--- src/rtl/serial_word_tx_pkg.sv ---
// serial_pkg: shared state encoding and receiver shift-command constants
package serial_pkg;
  typedef enum logic [1:0] {IDLE, SHIFT, DONE} state_t;
  localparam logic [1:0] SH_HOLD  = 2'b00;
  localparam logic [1:0] SH_RIGHT = 2'b01;
  localparam logic [1:0] SH_LEFT  = 2'b10;
  localparam logic [1:0] SH_LOAD  = 2'b11;
endpackage

--- src/rtl/serial_word_tx_if.sv ---
// serial_word_tx_if: word handshake between the datapath controller and the transmitter
interface serial_word_tx_if #(parameter int WIDTH = 8);
  logic [WIDTH-1:0] data_in;
  logic data_valid;
  logic data_ready;
  logic msb_first;
  modport master(output data_in, data_valid, msb_first, input data_ready);
  modport slave(input data_in, data_valid, msb_first, output data_ready);
endinterface

--- src/rtl/serial_word_tx_bit_counter.sv ---
// tx_bit_counter: loadable down-counter flagging the last bit of a frame
module tx_bit_counter #(parameter int CNT_W = 4) (
  input  logic clk,
  input  logic reset,
  input  logic load,
  input  logic clr,
  input  logic dec,
  input  logic [CNT_W-1:0] load_val,
  output logic last
);
  logic [CNT_W-1:0] cnt;
  assign last = cnt <= CNT_W'(1);
  always_ff @(posedge clk or posedge reset)
    if (reset) cnt <= '0;
    else if (clr) cnt <= '0;
    else if (load) cnt <= load_val;
    else if (dec && cnt != '0) cnt <= cnt - CNT_W'(1);
endmodule

--- src/rtl/serial_word_tx.sv ---
// serial_word_tx: handshaked parallel-to-serial transmitter with receiver shift commands
module serial_word_tx
  import serial_pkg::*;
#(parameter int WIDTH = 8) (
  input  logic clk,
  input  logic reset,
  serial_word_tx_if.slave prod,
  input  logic abort,
  output logic sout,
  output logic sout_valid,
  output logic [1:0] shift_cmd,
  output logic done,
  output logic busy
);
  localparam int CNT_W = $clog2(WIDTH + 1);
  state_t state;
  logic [WIDTH-1:0] shreg, nxt;
  logic dir, last, take, kill;
  assign take = state == IDLE && prod.data_valid && prod.data_ready && !abort;
  assign kill = abort && state != IDLE;
  assign nxt = dir ? shreg << 1 : shreg >> 1;
  tx_bit_counter #(.CNT_W(CNT_W)) u_cnt (
    .clk(clk),
    .reset(reset),
    .load(take),
    .clr(kill),
    .dec(state == SHIFT),
    .load_val(CNT_W'(WIDTH)),
    .last(last)
  );
  // outputs are loaded one edge early so each bit is on the line in the cycle its state holds
  always_ff @(posedge clk or posedge reset)
    if (reset) begin
      state <= IDLE;
      shreg <= '0;
      dir <= 1'b0;
      sout <= 1'b0;
      sout_valid <= 1'b0;
      shift_cmd <= SH_HOLD;
      done <= 1'b0;
      busy <= 1'b0;
      prod.data_ready <= 1'b1;
    end else if (kill) begin
      state <= IDLE;
      shreg <= '0;
      dir <= 1'b0;
      sout <= 1'b0;
      sout_valid <= 1'b0;
      shift_cmd <= SH_HOLD;
      done <= 1'b0;
      busy <= 1'b0;
      prod.data_ready <= 1'b1;
    end else begin
      case (state)
        IDLE: if (take) begin
          state <= SHIFT;
          shreg <= prod.data_in;
          dir <= prod.msb_first;
          sout <= prod.msb_first ? prod.data_in[WIDTH-1] : prod.data_in[0];
          sout_valid <= 1'b1;
          shift_cmd <= prod.msb_first ? SH_LEFT : SH_RIGHT;
          busy <= 1'b1;
          prod.data_ready <= 1'b0;
        end
        SHIFT: begin
          shreg <= nxt;
          sout <= last ? 1'b0 : (dir ? nxt[WIDTH-1] : nxt[0]);
          sout_valid <= !last;
          shift_cmd <= last ? SH_HOLD : shift_cmd;
          done <= last;
          state <= last ? DONE : SHIFT;
        end
        DONE: begin
          done <= 1'b0;
          busy <= 1'b0;
          prod.data_ready <= 1'b1;
          state <= IDLE;
        end
        default: state <= IDLE;
      endcase
    end
endmodule

--- src/flat_wrapper.sv ---
// flat-port wrapper written by rule: the top's interface ports become plain ports
module serial_word_tx_flat import serial_pkg::*;
#(parameter int WIDTH = 8)
  (clk, reset, abort, sout, sout_valid, shift_cmd, done, busy, prod_data_in, prod_data_valid, prod_msb_first, prod_data_ready);
  serial_word_tx_if #(.WIDTH(WIDTH)) prod_i ();
  input  logic clk;
  input  logic reset;
  input  logic abort;
  output logic sout;
  output logic sout_valid;
  output logic [1:0] shift_cmd;
  output logic done;
  output logic busy;
  input wire logic [$bits(prod_i.data_in)-1:0] prod_data_in;
  input wire logic [$bits(prod_i.data_valid)-1:0] prod_data_valid;
  input wire logic [$bits(prod_i.msb_first)-1:0] prod_msb_first;
  output wire logic [$bits(prod_i.data_ready)-1:0] prod_data_ready;
  assign prod_i.data_in = prod_data_in;
  assign prod_i.data_valid = prod_data_valid;
  assign prod_i.msb_first = prod_msb_first;
  assign prod_data_ready = prod_i.data_ready;
  serial_word_tx #(.WIDTH(WIDTH)) u_core (.clk(clk), .reset(reset), .prod(prod_i), .abort(abort), .sout(sout), .sout_valid(sout_valid), .shift_cmd(shift_cmd), .done(done), .busy(busy));
endmodule
--- config.mk ---
export PLATFORM = sky130hd
export DESIGN_NAME = serial_word_tx_flat
export DESIGN_NICKNAME = d
export VERILOG_FILES = /design/src/rtl/serial_word_tx_pkg.sv /design/src/rtl/serial_word_tx_if.sv /design/src/rtl/serial_word_tx_bit_counter.sv /design/src/rtl/serial_word_tx.sv /design/src/flat_wrapper.sv
export SDC_FILE = /design/constraint.sdc
export NUM_CORES = 1
export LEC_CHECK = 0
export ABC_AREA = 1
export BUFFER_PORTS_ARGS = -buffer_cell sky130_fd_sc_hd__buf_2
export CAP_MARGIN = 20
export CELL_PAD_IN_SITES_DETAIL_PLACEMENT = 2
export CELL_PAD_IN_SITES_GLOBAL_PLACEMENT = 2
export CORE_MARGIN = 2
export CORE_UTILIZATION = 28
export DETAILED_ROUTE_END_ITERATION = 8
export PLACE_DENSITY = 0.82
export SLEW_MARGIN = 20
export SYNTH_ARGS = -nofsm -noshare
export SYNTH_HDL_FRONTEND = slang
export SYNTH_SLANG_ARGS = --single-unit
--- constraint.sdc ---
create_clock -name clk -period 1.4 [get_ports clk]
set_input_delay 0.07 -clock clk [delete_from_list [all_inputs] [get_ports clk]]
set_output_delay 0.07 -clock clk [all_outputs]
set_load 0.1 [all_outputs]
==> results.sh, run 1 <==
export IMPL_status="finished, violations left"
export IMPL_violations="setup timing"
export IMPL_fin_ws_ns=-0.1340
export IMPL_place_ws_ns=-0.2774
export IMPL_clock_skew_final_ns=0.009367
export IMPL_overflow=0
export IMPL_clk_insertion_delay_late_ns=0.27
export IMPL_synth_top_area_share_pct=41.06
export IMPL_cap_violations=0
export IMPL_synth_top_cell_by_area="dfrtp_1"
export IMPL_worstReg2RegEnd="u_core.prod.data_ready"
export IMPL_fin_crit_sh_pct=109.6
export IMPL_worstPathCellList="inv_2 > ha_4 > nand2_1 > nor2_4 > buf_4 > buf_4 > o21ai_0 > nand2_1"
export IMPL_coreArea_um2=4384
export IMPL_drt_total_wl_mm=6.395
export IMPL_reg2reg_slack_ns=-0.13
export IMPL_drc=0
export IMPL_grt_pass1_vias=1672
export IMPL_power_total_mw=5.732
export IMPL_synth_area_leaders="dfrtp_1, nand2_1, o21ai_0"
export IMPL_power_density_nw_per_um2=2814
export IMPL_io_buffer_count=19
export IMPL_period_needed_ns=1.534
export IMPL_start_util_pct=29.20
export IMPL_antenna_found_initial=0
export IMPL_tightest_slew_ns=0.4980
export IMPL_clock_path_buffers=2
export IMPL_cts_htree_levels=1
export IMPL_cp_required_ns=1.59
export IMPL_final_setup_viol_count=18
export IMPL_clock_fmax_ghz=0.6519
export IMPL_hp_class="in -> reg"
export IMPL_crit_fanout=6
export IMPL_grt_pass1_wl_mm=8.687
export IMPL_critPathKind="reg -> reg"
export IMPL_leakagePower_nw=1.056
export IMPL_whs_ns=0.1209
export IMPL_ir_drop_mv=1.271
export IMPL_clock_sinks=22
export IMPL_cts_buffers=3
export IMPL_synth_warning_count=0
export IMPL_grt_usage_pct=22.40
export IMPL_finalSetupTns_ns=-0.9224
export IMPL_vias_per_cell=5.038
export IMPL_area_delta_synth_final_pct=59.14
export IMPL_hold_end="u_core.shreg[3]"
export IMPL_synth_cell_type_count=17
export IMPL_clock_root_buffer="clkbuf_8"
export IMPL_min_from="prod_data_in[3]"
export IMPL_cts_clk_slew_worst_paths_ns=0.09
export IMPL_place_hpwl_mm=3.430
export IMPL_die_area_um2=5128
export IMPL_ys_ff_latch=22
export IMPL_post_drt_wl_per_cell_um=21.90
export IMPL_rr_startpoint="u_core.state[0]"
export IMPL_avgSynthCellArea_um2=6.994
export IMPL_first_pass_iters=4
export IMPL_boundaryPins=20
export IMPL_die_h_um=71.61
export IMPL_vias=1471
export IMPL_final_common_cell="nand2_1"
export IMPL_ant_nets=0
export IMPL_slowest_delay_ns=0.42
export IMPL_drt_iter0_markers=109
export IMPL_syn_nets=202
export IMPL_grt_max_degree=14
export IMPL_rsz0062_at_grt="yes"
export IMPL_synthCells=183
export IMPL_slew_violations=0
export IMPL_die_x_um=71.61
export IMPL_whs_path_depth=5
export IMPL_rows=24
export IMPL_diodes=0
export IMPL_hold_viol=0
export IMPL_final_net_count=260
export IMPL_gp_congestion=0.7568
export IMPL_seq_area_frac_synth_pct=43.11
export IMPL_cp_slowest_cell="dfrtp_2"
export IMPL_final_cell_mix="nand2_1, buf_4, dfrtp_1, buf_2, o21ai_0"
export IMPL_maxSlewHeadroom_pct=67.03
export IMPL_cts_tree="built"
export IMPL_critPathCaptureType="flip-flop"
export IMPL_cp_start_kind="flip-flop"
export IMPL_drive_gt1_share_pct=44.58
export IMPL_syn_area_um2=1280
export IMPL_cp_arrival_ns=1.73
export IMPL_ff2ff_path_depth=8
[per-stage QoR]
step	util, %	cells	area [um2]
after floorplan	-	183	1289
after global placement	36.76	273	1612
after detailed placement	36.76	273	1612
after CTS	42.44	283	1861
after global routing	46.46	292	2037
final	46.46	292	2037
[flip-flops by register name, indices dropped and copies added (netlist names)]
register / cells
u_core.shreg: 8
u_core.u_cnt.cnt: 4
u_core.shift_cmd: 2
u_core.state: 2
u_core.busy: 1
u_core.dir: 1
u_core.done: 1
u_core.prod.data_ready: 1
u_core.sout: 1
u_core.sout_valid: 1
[report_power, final]
part / leakage, nW / switching, mW / internal [mW]
Clock: 0.0357 / 0.238 / 0.383
Sequential: 0.282 / 0.250 / 0.914
Combinational: 0.738 / 2.53 / 1.42
Total: 1.06 / 3.02 / 2.71
[cell type report]
class	count	area, um2
Clock buffer	3	41.29
Clock inverter	1	30.03
Fill cell	502	2347
Inverter	19	78.83
Multi-Input combinational cell	139	844.6
Sequential cell	22	556.8
Tap cell	52	65.06
Timing Repair Buffer	56	420.4
[logic make-up (layout without fill, tap and decap cells)]
group,after synthesis,after routing,synth area share [%]
compound gates,25,25,9.874
xor+xnor,1,1,0.6844
fa+ha+maj,6,6,5.865
buf+inv,22,79,6.941
flops,22,22,43.11
simple gates,107,107,33.53
[Yosys cell counts (all sizes together)]
cell,n
dfrtp,21
ha,6
nand3,8
nand4,3
a21oi,2
nand2,76
o21ai,22
nor2,18
nor3,2
dfstp,1
buf,3
o22ai,1
inv,19
xor2,1
[how the worst max path moves through the flow]
stage	slack, ns	start	end	cells after the start
5_1_grt	-0.20	u_core.state[0]	u_core.prod.data_ready	8
6_report	-0.13	u_core.state[0]	u_core.prod.data_ready	8
3_5_place_dp	-0.28	u_core.state[0]	u_core.u_cnt.cnt[3]	7
4_1_cts	-0.03	u_core.state[0]	u_core.sout	9
3_3_place_gp	-0.07	u_core.state[1]	u_core.u_cnt.cnt[3]	7
2_1_floorplan	-0.12	u_core.prod.data_ready	u_core.busy	5
[routing by layer]
| layer | GRT usage (%) | up-vias | wire length [um] |
|---|---|---|---|
| met2 | 42.80 | 23 | 3586 |
| met5 | 0 | - | 0 |
| met4 | 5.870 | 0 | 57 |
| met1 | 25.58 | 754 | 2631 |
| met3 | 3.657 | 7 | 120 |
| li1 | - | 687 | - |
[worst max-delay path, delay by kind of cell (launching register included)]
kind / cells / cell delay [ns]
AOI/OAI and AO/OA: 1 / 0.22
adders and majority gates: 1 / 0.19
buffers and inverters: 3 / 0.33
DFF: 1 / 0.42
and+or+nand+nor: 3 / 0.29
[what timing repair did]
| item | 4_1_cts | 5_1_grt |
|---|---|---|
| setup buffers | 5 | 9 |
| hold buffers | 1 | 0 |
| resized for setup | 42 | 31 |
| endpoints found under the hold margin | 8 | 0 |
| pin swaps | 12 | 7 |
| endpoints found under the setup margin | 22 | 22 |
Power figures use the tool's default switching activity.
==> inputs of run 2 (changes only) <==
- CORE_UTILIZATION: 28 -> 33
- PLACE_DENSITY: 0.82 -> 0.9
- clock period: 1.4 -> 1.8 ns (I/O delays scaled with it)
==> results.sh, run 2 (synthesis gave the netlist of run 1 again) <==
export IMPL_status="finished clean"
export IMPL_final_common_cell="nand2_1"
export IMPL_top_register="u_core.shreg"
export IMPL_start_util_pct=34.70
export IMPL_leakagePower_nw=0.8674
export IMPL_top_layer="met4"
export IMPL_tightest_slew_ns=0.5078
export IMPL_boundaryPins=20
export IMPL_fin_ws_ns=0.1295
export IMPL_wl_met3_um=89
export IMPL_post_dp_cell_area_um2=1455
export IMPL_dr_wl_met2_mm=2.159
export IMPL_power_density_nw_per_um2=2038
export IMPL_ir_drop_mv=0.9390
export IMPL_cp_required_ns=1.99
export IMPL_cp_start_kind="flip-flop"
export IMPL_antenna_found_initial=0
export IMPL_cap_violations=0
export IMPL_io_buffer_count=19
export IMPL_cts_buffers=3
export IMPL_fin_crit_sh_pct=92.80
export IMPL_die_x_um=66.28
export IMPL_num_fill_cells=454
export IMPL_largest_reg_flops=8
export IMPL_multi_input_area_um2=656.9
export IMPL_critPathCaptureType="flip-flop"
export IMPL_clock_root_buffer="clkbuf_8"
export IMPL_final_setup_viol_count=0
export IMPL_clock_fmax_ghz=0.5986
export IMPL_grt_pass1_vias=1381
export IMPL_final_area_um2=1545
export IMPL_finalSetupTns_ns=0
export IMPL_cp_arrival_ns=1.86
export IMPL_place_ws_ns=0.08043
export IMPL_critPathBufInv=2
export IMPL_clk_insertion_delay_late_ns=0.27
export IMPL_critPathKind="reg -> reg"
export IMPL_period_needed_ns=1.670
export IMPL_cts_clk_slew_worst_paths_ns=0.09
export IMPL_area_delta_synth_final_pct=20.72
export IMPL_slew_violations=0
export IMPL_ff_latch_area_um2=551.8
export IMPL_rows=22
export IMPL_critPathTopFamily="simple AND/OR/NAND/NOR gates"
export IMPL_vias_per_cell=5.008
export IMPL_post_drt_wl_per_cell_um=16.59
export IMPL_final_cell_mix="nand2_1, o21ai_0, dfrtp_1, inv_1, buf_2"
export IMPL_reg_top3="u_core.shreg: 8 flops, u_core.u_cnt.cnt: 4 flops"
export IMPL_cts_tree="built"
export IMPL_diodes=0
export IMPL_ant_nets=0
export IMPL_power_total_mw=3.149
export IMPL_die_h_um=66.28
export IMPL_first_pass_iters=4
export IMPL_crit_fanout=6
export IMPL_gp_congestion=0.8311
export IMPL_worstPathCellList="inv_1 > ha_2 > nor2_1 > nor2_1 > inv_1 > nand2_1 > nand2_1 > o21ai_0"
export IMPL_grt_max_degree=23
export IMPL_overflow=0
export IMPL_coreArea_um2=3689
export IMPL_hp_class="in -> reg"
export IMPL_drive_gt1_share_pct=17.14
export IMPL_vias=1292
export IMPL_cp_slowest_cell="dfrtp_1"
export IMPL_drt_iter0_markers=33
export IMPL_maxSlewHeadroom_pct=66.38
export IMPL_clock_skew_final_ns=0.002414
export IMPL_clock_path_buffers=2
export IMPL_slowest_delay_ns=0.40
export IMPL_hold_viol=0
export IMPL_clock_sinks=22
export IMPL_wirelength_met1_mm=1.981
export IMPL_drt_total_wl_mm=4.279
export IMPL_die_area_um2=4393
export IMPL_grt_pass1_wl_mm=7.065
export IMPL_drc=0
export IMPL_final_net_count=230
export IMPL_grt_usage_pct=21.53
export IMPL_cts_htree_levels=1
export IMPL_place_hpwl_mm=3.071
-- run 2: cell types whose count changed in the layout (fill, tap and decap cells not counted), sizes merged --
cell	delta
bufinv	-1
clkbuf	+1
buf	-30
-- run 2: final cells by class --
cell class / instances / share of cell area (%)
multi-input combinational: 139 / 42.51
tap: 48 / 3.887
sequential: 22 / 35.71
timing repair buffer: 26 / 9.717
inverter: 19 / 4.615
clock buffer: 4 / 3.563
-- run 2: power breakdown --
part | internal, mW | switching (mW)
logic | 0.508 | 1.41
clock network | 0.196 | 0.178
registers | 0.701 | 0.154
-- run 2: repair_timing --
item,4_1_cts,5_1_grt
resized for setup,0,6
endpoints found under the hold margin,21,0
buffers inserted,0,1
endpoints found under the setup margin,0,19
hold buffers,1,0
-- run 2: path summary, 6_finish.rpt --
| kind | from | end | slack (ns) | cells past startpoint |
|---|---|---|---|---|
| worst min register to register | u_core.busy | u_core.busy | 0.49 | 2 |
| worst max-delay path | u_core.state[1] | u_core.shreg[0] | 0.13 | 8 |
| min in group asynchronous | reset | u_core.sout | 0.41 | 4 |
| max in group asynchronous | reset | u_core.prod.data_ready | 1.10 | 4 |
| worst max register to register | u_core.state[1] | u_core.shreg[0] | 0.13 | 8 |
| worst min-delay path | prod_msb_first | u_core.shift_cmd[0] | 0.12 | 4 |
-- run 2: worst min-delay path: stages --
cell     delay, ns
buf_2         0.10
nor3_1        0.05
nand3_1       0.06
nand2_1       0.05
-- run 2: layer usage --
metal	vias to the layer above	GRT usage, %
met5	-	0
met4	0	4.592
met3	6	2.896
met2	14	38.75
met1	640	27.20
li1	632	-
-- run 2: stage by stage --
step / util, % / hold slack (ns) / std cells
after floorplan: - / 0.07848 / 183
after global placement: 39.45 / 0.1408 / 252
after detailed placement: 39.45 / 0.1512 / 252
after CTS: 41.21 / 0.1226 / 257
after global routing: 41.89 / 0.1661 / 258
final: 41.89 / 0.1205 / 258
